## src/rtl/add_test_pkg.sv

```systemverilog
// Shared definitions for the adder test-harness run sequencer: state encoding
// and the default geometry of the harness pipeline.
package add_test_pkg;

  localparam int ADDR_WIDTH_DEF  = 11;
  localparam int LATENCY_DEF     = 6;   // RAM read + operand mux/delay + adder + result delay
  localparam int LOCK_CYCLES_DEF = 16;
  localparam int CNT_WIDTH_DEF   = 32;

  typedef enum logic [2:0] {
    S_IDLE      = 3'd0,
    S_WAIT_LOCK = 3'd1,
    S_RUN       = 3'd2,
    S_DRAIN     = 3'd3,
    S_DONE      = 3'd4,
    S_ERROR     = 3'd5
  } state_t;

endpackage

```

## src/rtl/add_test_sequencer_if.sv

```systemverilog
// Control/RAM-side bundle of the run sequencer; the sequencer is the slave,
// the control unit plus RAM/harness side is the master.
interface add_test_sequencer_if #(
  parameter int ADDR_WIDTH = 11,
  parameter int CNT_WIDTH  = 32
);
  logic                  pll_lock;
  logic                  start;
  logic                  abort;
  logic [ADDR_WIDTH-1:0] last_addr;
  logic                  r_en;
  logic [ADDR_WIDTH-1:0] r_addr;
  logic                  we;
  logic [ADDR_WIDTH-1:0] w_addr;
  logic                  busy;
  logic                  done;
  logic                  error;
  logic [CNT_WIDTH-1:0]  cycle_count;

  modport slave (
    input  pll_lock, start, abort, last_addr,
    output r_en, r_addr, we, w_addr, busy, done, error, cycle_count
  );

  modport master (
    output pll_lock, start, abort, last_addr,
    input  r_en, r_addr, we, w_addr, busy, done, error, cycle_count
  );
endinterface

```

## src/rtl/valid_addr_pipe.sv

```systemverilog
// {valid, addr} delay line of DEPTH stages with synchronous flush; aligns the
// result-RAM write strobe with the operand read it belongs to.
module valid_addr_pipe #(
  parameter int ADDR_WIDTH = 11,
  parameter int DEPTH      = 6
) (
  input  logic                  clk,
  input  logic                  rst,
  input  logic                  flush,
  input  logic                  src_valid,
  input  logic [ADDR_WIDTH-1:0] src_addr,
  output logic                  dly_valid,
  output logic [ADDR_WIDTH-1:0] dly_addr
);

  logic [DEPTH-1:0]                 vld_pipe;
  logic [DEPTH-1:0][ADDR_WIDTH-1:0] addr_pipe;

  always_ff @(posedge clk) begin
    if (rst || flush) begin
      vld_pipe  <= '0;
      addr_pipe <= '0;
    end else begin
      vld_pipe[0]  <= src_valid;
      addr_pipe[0] <= src_addr;
      for (int i = 1; i < DEPTH; i++) begin
        vld_pipe[i]  <= vld_pipe[i-1];
        addr_pipe[i] <= addr_pipe[i-1];
      end
    end
  end

  assign dly_valid = vld_pipe[DEPTH-1];
  assign dly_addr  = addr_pipe[DEPTH-1];

endmodule

```

## src/rtl/add_test_sequencer.sv

```systemverilog
// Run sequencer: waits for a stable PLL lock, streams operand read addresses
// 0..last_addr, and issues the matching result writes LATENCY cycles later.
module add_test_sequencer
  import add_test_pkg::*;
#(
  parameter int ADDR_WIDTH  = ADDR_WIDTH_DEF,
  parameter int LATENCY     = LATENCY_DEF,
  parameter int LOCK_CYCLES = LOCK_CYCLES_DEF,
  parameter int CNT_WIDTH   = CNT_WIDTH_DEF
) (
  input  logic                 pll_clock,
  input  logic                 reset,
  add_test_sequencer_if.slave  bus
);

  localparam int LW = $clog2(LOCK_CYCLES + 1);
  localparam int DW = $clog2(LATENCY + 1);

  state_t                state, state_nxt;
  logic [ADDR_WIDTH-1:0] last_q, r_addr_q;
  logic [LW-1:0]         lock_cnt, lock_inc;
  logic [DW-1:0]         drain_cnt;
  logic [CNT_WIDTH-1:0]  cyc_cnt;
  logic                  idle_like, streaming, start_acc, flush;

  assign idle_like = (state == S_IDLE) || (state == S_DONE) || (state == S_ERROR);
  assign streaming = (state == S_RUN) || (state == S_DRAIN);
  assign start_acc = idle_like && bus.start;
  assign lock_inc  = lock_cnt + 1'b1;
  // Anything that cancels a run in flight must also kill the writes still in the pipe.
  assign flush     = (!idle_like && bus.abort) || (streaming && !bus.pll_lock);

  always_ff @(posedge pll_clock) begin
    if (reset) state <= S_IDLE;
    else       state <= state_nxt;
  end

  always_comb begin
    state_nxt = state;
    unique case (state)
      S_IDLE, S_DONE, S_ERROR:
        if (bus.start) state_nxt = S_WAIT_LOCK;
      S_WAIT_LOCK:
        if (bus.abort)                                         state_nxt = S_IDLE;
        else if (bus.pll_lock && lock_inc == LW'(LOCK_CYCLES)) state_nxt = S_RUN;
      S_RUN:
        if (bus.abort)                state_nxt = S_IDLE;
        else if (!bus.pll_lock)       state_nxt = S_ERROR;
        else if (r_addr_q == last_q)  state_nxt = S_DRAIN;
      S_DRAIN:
        if (bus.abort)                         state_nxt = S_IDLE;
        else if (!bus.pll_lock)                state_nxt = S_ERROR;
        else if (drain_cnt == DW'(LATENCY-1))  state_nxt = S_DONE;
      default:
        state_nxt = S_IDLE;
    endcase
  end

  always_ff @(posedge pll_clock) begin
    if (reset) begin
      last_q    <= '0;
      r_addr_q  <= '0;
      lock_cnt  <= '0;
      drain_cnt <= '0;
      cyc_cnt   <= '0;
    end else if (start_acc) begin
      last_q    <= bus.last_addr;
      r_addr_q  <= '0;
      lock_cnt  <= '0;
      drain_cnt <= '0;
      cyc_cnt   <= '0;
    end else begin
      if (state == S_WAIT_LOCK)
        lock_cnt <= bus.pll_lock ? lock_inc : '0;
      // Advancing only while staying in RUN keeps r_addr parked on last_addr, so no wrap.
      if (state == S_RUN && state_nxt == S_RUN)
        r_addr_q <= r_addr_q + 1'b1;
      if (state == S_DRAIN)
        drain_cnt <= drain_cnt + 1'b1;
      if (streaming && !bus.abort && cyc_cnt != '1)
        cyc_cnt <= cyc_cnt + 1'b1;
    end
  end

  valid_addr_pipe #(
    .ADDR_WIDTH (ADDR_WIDTH),
    .DEPTH      (LATENCY)
  ) u_pipe (
    .clk       (pll_clock),
    .rst       (reset),
    .flush     (flush),
    .src_valid (bus.r_en),
    .src_addr  (r_addr_q),
    .dly_valid (bus.we),
    .dly_addr  (bus.w_addr)
  );

  assign bus.r_en        = (state == S_RUN);
  assign bus.r_addr      = r_addr_q;
  assign bus.busy        = (state == S_WAIT_LOCK) || streaming;
  assign bus.done        = (state == S_DONE);
  assign bus.error       = (state == S_ERROR);
  assign bus.cycle_count = cyc_cnt;

endmodule

```

## src/flat_wrapper.sv

```systemverilog
// flat-port wrapper written by rule: the top's interface ports become plain ports
module add_test_sequencer_flat import add_test_pkg::*;
#(
  parameter int ADDR_WIDTH  = ADDR_WIDTH_DEF,
  parameter int LATENCY     = LATENCY_DEF,
  parameter int LOCK_CYCLES = LOCK_CYCLES_DEF,
  parameter int CNT_WIDTH   = CNT_WIDTH_DEF
)
  (pll_clock, reset, bus_pll_lock, bus_start, bus_abort, bus_last_addr, bus_r_en, bus_r_addr, bus_we, bus_w_addr, bus_busy, bus_done, bus_error, bus_cycle_count);
  add_test_sequencer_if #(.ADDR_WIDTH(ADDR_WIDTH), .CNT_WIDTH(CNT_WIDTH)) bus_i ();
  input  logic pll_clock;
  input  logic reset;
  input wire logic [$bits(bus_i.pll_lock)-1:0] bus_pll_lock;
  input wire logic [$bits(bus_i.start)-1:0] bus_start;
  input wire logic [$bits(bus_i.abort)-1:0] bus_abort;
  input wire logic [$bits(bus_i.last_addr)-1:0] bus_last_addr;
  output wire logic [$bits(bus_i.r_en)-1:0] bus_r_en;
  output wire logic [$bits(bus_i.r_addr)-1:0] bus_r_addr;
  output wire logic [$bits(bus_i.we)-1:0] bus_we;
  output wire logic [$bits(bus_i.w_addr)-1:0] bus_w_addr;
  output wire logic [$bits(bus_i.busy)-1:0] bus_busy;
  output wire logic [$bits(bus_i.done)-1:0] bus_done;
  output wire logic [$bits(bus_i.error)-1:0] bus_error;
  output wire logic [$bits(bus_i.cycle_count)-1:0] bus_cycle_count;
  assign bus_i.pll_lock = bus_pll_lock;
  assign bus_i.start = bus_start;
  assign bus_i.abort = bus_abort;
  assign bus_i.last_addr = bus_last_addr;
  assign bus_r_en = bus_i.r_en;
  assign bus_r_addr = bus_i.r_addr;
  assign bus_we = bus_i.we;
  assign bus_w_addr = bus_i.w_addr;
  assign bus_busy = bus_i.busy;
  assign bus_done = bus_i.done;
  assign bus_error = bus_i.error;
  assign bus_cycle_count = bus_i.cycle_count;
  add_test_sequencer #(.ADDR_WIDTH(ADDR_WIDTH), .LATENCY(LATENCY), .LOCK_CYCLES(LOCK_CYCLES), .CNT_WIDTH(CNT_WIDTH)) u_core (.pll_clock(pll_clock), .reset(reset), .bus(bus_i));
endmodule
```

## config.mk

```make
export PLATFORM = sky130hd
export DESIGN_NAME = add_test_sequencer_flat
export DESIGN_NICKNAME = d
export VERILOG_FILES = /design/src/rtl/add_test_pkg.sv /design/src/rtl/add_test_sequencer_if.sv /design/src/rtl/valid_addr_pipe.sv /design/src/rtl/add_test_sequencer.sv /design/src/flat_wrapper.sv
export SDC_FILE = /design/constraint.sdc
export NUM_CORES = 1
export LEC_CHECK = 0
export BUFFER_PORTS_ARGS = -buffer_cell sky130_fd_sc_hd__buf_2
export CORE_ASPECT_RATIO = 1.25
export CORE_MARGIN = 2
export CORE_UTILIZATION = 57
export DETAILED_ROUTE_END_ITERATION = 10
export HOLD_SLACK_MARGIN = 0.08
export PLACE_DENSITY = 0.86
export SYNTH_ARGS = -nofsm -noshare
export SYNTH_HDL_FRONTEND = slang
export SYNTH_SLANG_ARGS = --single-unit
```

## constraint.sdc

```tcl
create_clock -name pll_clock -period 2.7 [get_ports pll_clock]
set_input_delay 0.27 -clock pll_clock [delete_from_list [all_inputs] [get_ports pll_clock]]
set_output_delay 0.27 -clock pll_clock [all_outputs]
set_load 0.005 [all_outputs]
```

-- Word level (Yosys, flattened, before mapping)
Index checks and enable logic that the tools add are counted.
- $add $sub $neg: 4
- equality and inequality tests: 10
- mux-type cells: 11
- reduce and logical (&&, ||, !) cells: 19
- operators with widths (operator ; number):
    adder 32 x 1 -> 32 bit, second input constant ; 1
    inequality test 32 bit, second input constant ; 1
    two-way mux 3 bit ; 9
    one-hot mux 3 bit (4 select lines) ; 1
    adder 11 x 1 -> 11 bit, second input constant ; 1
    == test 11 bit ; 1
    == test 3 x 2 -> 1 bit, second input constant ; 3
    == test 3 bit, second input constant ; 3
    logical AND 1 bit ; 7
    logical OR 1 bit ; 6
    adder 5 x 1 -> 5 bit, second input constant ; 1
    == test 5 bit, second input constant ; 1
    two-way mux 5 bit ; 1
    adder 3 x 1 -> 3 bit, second input constant ; 1
    == test 3 x 1 -> 1 bit, second input constant ; 1
    zero test 1 bit ; 3
    zero test 3 bit ; 1
    OR reduction 3 bit ; 1
    OR reduction 2 bit ; 1
- register bits: 137
- input bits: 16
- word-level logic and storage cells: 57

-- Depth between registers and ports, before layout
- depth after elaboration: 8
- depth in mapped cells: 10
- gate-level depth less buffers: 8

-- Modules after synthesis
Synthesis repeated with hierarchy kept, for this count alone.
- cells, all modules: 589
- area total of the unflattened synthesis: 6020.8 sq um
- by module, submodules not included (module ; instances ; cells each ; area each (sq um) ; seq. area each (sq um)):
    add_test_sequencer ; 1 ; 418 ; 3425.8 ; 1301.2
    valid_addr_pipe ; 1 ; 171 ; 2595.0 ; 1441.4

-- Worst setup path after synthesis
Ideal clock, no wire load.
- path type: reg-to-reg
- start point: register u_core.lock_cnt[0]
- end point: register u_core.r_addr_q[8] (netlist: u_core.bus.r_addr[8])
- library setup time: 66 ps
- data arrival time: 2105 ps
- data required time: 2634 ps
- slack: 529 ps
- cell stages (with the launch flop): 10
- path buffers: 2
- cell sequence: dfxtp_1 > ha_1 > nand3_2 > o41ai_2 > a21oi_1 > or2_1 > buf_6 > buf_8 > or4_4 > a21oi_2
- cells in the longest elaborated chain, start to end: 8
- RTL lines (what ; RTL line ; text):
    from (decl) ; add_test_sequencer.sv:21 ; logic [LW-1:0] lock_cnt, lock_inc;
    from (signal assigned) ; add_test_sequencer.sv:74 ; lock_cnt <= bus.pll_lock ? lock_inc : '0;
    adder 5 x 1 -> 5 bit ; add_test_sequencer.sv:29 ; assign lock_inc = lock_cnt + 1'b1;
    == test 5 bit ; add_test_sequencer.sv:45 ; else if (bus.pll_lock && lock_inc == LW'(LOCK_CYCLES)) state_nxt = S_RUN;
    logical AND 1 bit ; add_test_sequencer.sv:45 ;
    two-way mux 3 bit ; add_test_sequencer.sv:45 ;
    two-way mux 3 bit ; add_test_sequencer.sv:44 ; if (bus.abort) state_nxt = S_IDLE;
    one-hot mux 3 bit (4 select lines) ; add_test_sequencer.sv:40 ; unique case (state)
    == test 3 x 2 -> 1 bit ; add_test_sequencer.sv:76 ; if (state == S_RUN && state_nxt == S_RUN)
    logical AND 1 bit ; add_test_sequencer.sv:76 ;
    to (signal assigned) ; add_test_sequencer.sv:77 ; r_addr_q <= r_addr_q + 1'b1;
    to (decl) ; add_test_sequencer.sv:20 ; logic [ADDR_WIDTH-1:0] last_q, r_addr_q;
No other way between the ends.
A chain may end at the register's enable or synchronous reset.

-- Final worst setup path
- start point: register u_core.lock_cnt[0]
- end point: register u_core.r_addr_q[10] (netlist: u_core.bus.r_addr[10])
Same word-level chain as after synthesis.

==> metrics.txt <==
die area 0.0103 mm2; mux contribution to synthesized area 2.76%; Routability Congestion about 0.84; Slew HR between 30% and 40%; Slew @ Worst Pin roughly 0.96 ns; # Max-Cap Violations 0; Routed WL about 10000 um; Core Area ~0.009 mm2; Die X 91.3 um; Setup crit end kind flop; worst path cell trace ha_1, nand3_2, o41ai_2, a21oi_1, or2_1, or4_1, a21oi_1; Setup Buffers After CTS 0; Yosys cell types 54; Routed Antenna Nets 0; hold slack final between 0.09 and 0.1 ns; final-stage net count 647; CTS sink count around 140; syn avg cell area ~9.6 um2; status completed; unrepaired setup endpoints after global routing false; area of the multi-input gates around 0.0024 mm2; Max Slew Vio Count 0; # DRC 0; Ports between 70 and 80; num rows 39; Final Hold Vio Count 0; cell mode on critical path a21oi_1; Initial Utilization between 50% and 60%; critical path fanouts, max 16; post-synthesis sequential area ratio around 50%; largest family of logic cells by synthesized area simple AND/OR/NAND/NOR gates; Power Density between 700 and 800 mW/mm2; LEAKAGE ~0.0026 uW; number of fill cells in the layout roughly 730; FMAX 0.414 GHz; clock period minus worst slack ~2.4 ns; Synth Instances between 500 and 600; die height 113 um; Synth Area in Compound Gates 6.98%; crit path DAT approximately 2.7 ns; DP HPWL around 6800 um; synthesis-stage register bit count ~140; WL per Instance around 13 um; initial antenna violation count 0; global route total overflow 0; first-pass GRT wire length approximately 17000 um; worst-skew pair later-pin latency ~0.41 ns; syn nets just under 600; Hold WC Path Type input pin to flop; Startpoint Class flop; Critical Path RT between 3 and 4 ns; Layout area overhead 17.6%; Final period util between 80% and 90%; final core utilization between 60 and 70%; Post-Synth Adder-Cell Area between 1 and 1.5%; skew final 0.00360 ns; Initial DRT Pass Iterations 5; simple-gate share of the synthesized area between 20 and 30%; largest net degree at the start of global routing 73; crit path kind flop to flop; GR Util All Layers 20.6%; Root Buffer clkbuf_16; Iter 0 DRT Violations 190; CTS tree done; H-tree Lvls 4; Post-Synth XOR/XNOR Area 5.64%; vias 4084; FF+latch area between 0.002 and 0.003 mm2; max incr delay on CP around 0.54 ns; YS warnings 0; n_diodes 0; final setup vio count 0; vias in the first global route a little under 4000; Vias/cell ~5.4; IO buf count 74; CTS Buffer Depth 2; Max IR drop VDD around 0.52 mV; CTS Buf Count 17; Reg clk slew, reported paths approximately 0.060 ns; hold_buf cts 0; layout cells sized above 1 between 20% and 30%; post-cts resize count 0; setup TNS 0 ns; slowest CP cell or4_1; Post-Syn Area ~0.0054 mm2
==> cell type report <==
class,count,area share [%]
clock inverters,10,2.25
repair buffers,81,6.62
inverters,8,0.470
well taps,123,2.41
clock buffers,21,7.21
multi-input cells,380,38.1
flip-flops and latches,137,42.9
==> synthesized netlist by cell type, drive strengths merged <==
cell | number | share of area [%]
o41ai | 2 | 0.46
nand3 | 21 | 2.0
nand4 | 10 | 1.2
a22oi | 1 | 0.14
mux2i | 15 | 2.8
a211oi | 2 | 0.28
o31ai | 8 | 1.1
inv | 8 | 0.55
a2111oi | 1 | 0.51
a211o | 1 | 0.16
dfxtp | 137 | 50
nor3b | 5 | 0.88
and3b | 1 | 0.16
nand2b | 3 | 0.48
or3b | 1 | 0.16
ha | 6 | 1.4
clkbuf | 16 | 1.1
a21o | 2 | 0.30
nor4 | 5 | 0.69
and3 | 4 | 0.46
xor2 | 15 | 2.4
o22ai | 1 | 0.12
or4 | 9 | 1.4
buf | 22 | 3.3
a21oi | 27 | 2.6
nor4b | 4 | 0.64
xnor2 | 20 | 3.2
o21ai | 11 | 1.0
or2 | 3 | 0.35
nor3 | 22 | 2.1
nor2 | 54 | 3.7
nor2b | 2 | 0.23
nand2 | 28 | 2.1
and4 | 7 | 1.1
and2 | 76 | 8.8
o211ai | 2 | 0.28
or3 | 11 | 1.3
==> report_power, final <==
| part | total [uW] | switching, uW | internal [uW] |
|---|---|---|---|
| registers | 2050 | 11.8 | 2030 |
| clock network | 2330 | 827 | 1500 |
| logic | 126 | 83.4 | 43.0 |
==> metal layers <==
| layer | wire, um | GRT usage [%] | vias to the layer above |
|---|---|---|---|
| met5 | 0 | 0 | - |
| met4 | 322 | 9.09 | 0 |
| met3 | 644 | 7.79 | 32 |
| met2 | 4920 | 34.8 | 157 |
| met1 | 4250 | 23.2 | 1867 |
| li1 | - | - | 2028 |
==> critical path: cells and delay by family, from the launching register on <==
kind | cells | cell delay [ns]
AO/OA/AOI/OAI | 3 | 0.51
flip-flops | 1 | 0.43
adder cells (fa/ha/maj) | 1 | 0.28
AND/OR/NAND/NOR | 3 | 1.11
==> sequential cells by signal, indices dropped and copies added (netlist names) <==
signal and cells:
u_core.drain_cnt 3, u_core.bus.cycle_count 32, u_core.bus.r_addr 11, u_core.u_pipe.vld_pipe 6, u_core.lock_cnt 5, u_core.u_pipe.dly_addr 11
u_core.state 3, u_core.u_pipe.addr_pipe 55, u_core.last_q 11
==> stage by stage <==
step	worst slack, ns	power [uW]	cells	cell area, um2
after floorplan	0.529	2190	563	5430
after detailed placement	0.348	2220	729	5780
after global placement	0.473	2210	729	5780
after global routing	0.0931	4650	760	6390
final	0.286	4500	760	6390
after CTS	0.326	4530	760	6390
==> cell families (layout without fill, tap and decap cells) <==
family,after synthesis,after routing
buffers and inverters,46,120
XOR/XNOR,35,35
adder cells (fa/ha/maj),6,6
AO/OA/AOI/OAI,58,58
multiplexers,15,15
AND/OR/NAND/NOR,266,266
flip-flops,137,137
==> layout by cell type (no fill, tap or decap), types with 3 or more instances in the layout <==
cell        instances
inv_1               8
and2_1             75
and4_1              7
nor4_1              4
nor2_1             54
nand4_1            10
bufinv_16           3
and3_1              4
dfxtp_1           137
clkinvlp_4          3
o21ai_0            11
or4_1               7
nor4b_1             4
buf_2              74
clkbuf_16          17
or3_1              11
nand3_1            20
nand2_1            26
buf_4               7
ha_1                6
xor2_1             15
mux2i_1            15
a21oi_1            25
xnor2_1            20
o31ai_1             8
nor3b_1             3
nor3_1             20
==> final timing paths <==
kind | slack [ns] | start | to | depth (start not counted)
min reg2reg | 0.42 | u_core.u_pipe.addr_pipe[16] | u_core.u_pipe.addr_pipe[27] | 1
max reg2reg | 0.29 | u_core.lock_cnt[0] | u_core.bus.r_addr[10] | 7
max | 0.29 | u_core.lock_cnt[0] | u_core.bus.r_addr[10] | 7
min | 0.09 | bus_last_addr[4] | u_core.last_q[4] | 3
Power figures use the tool's default switching activity.
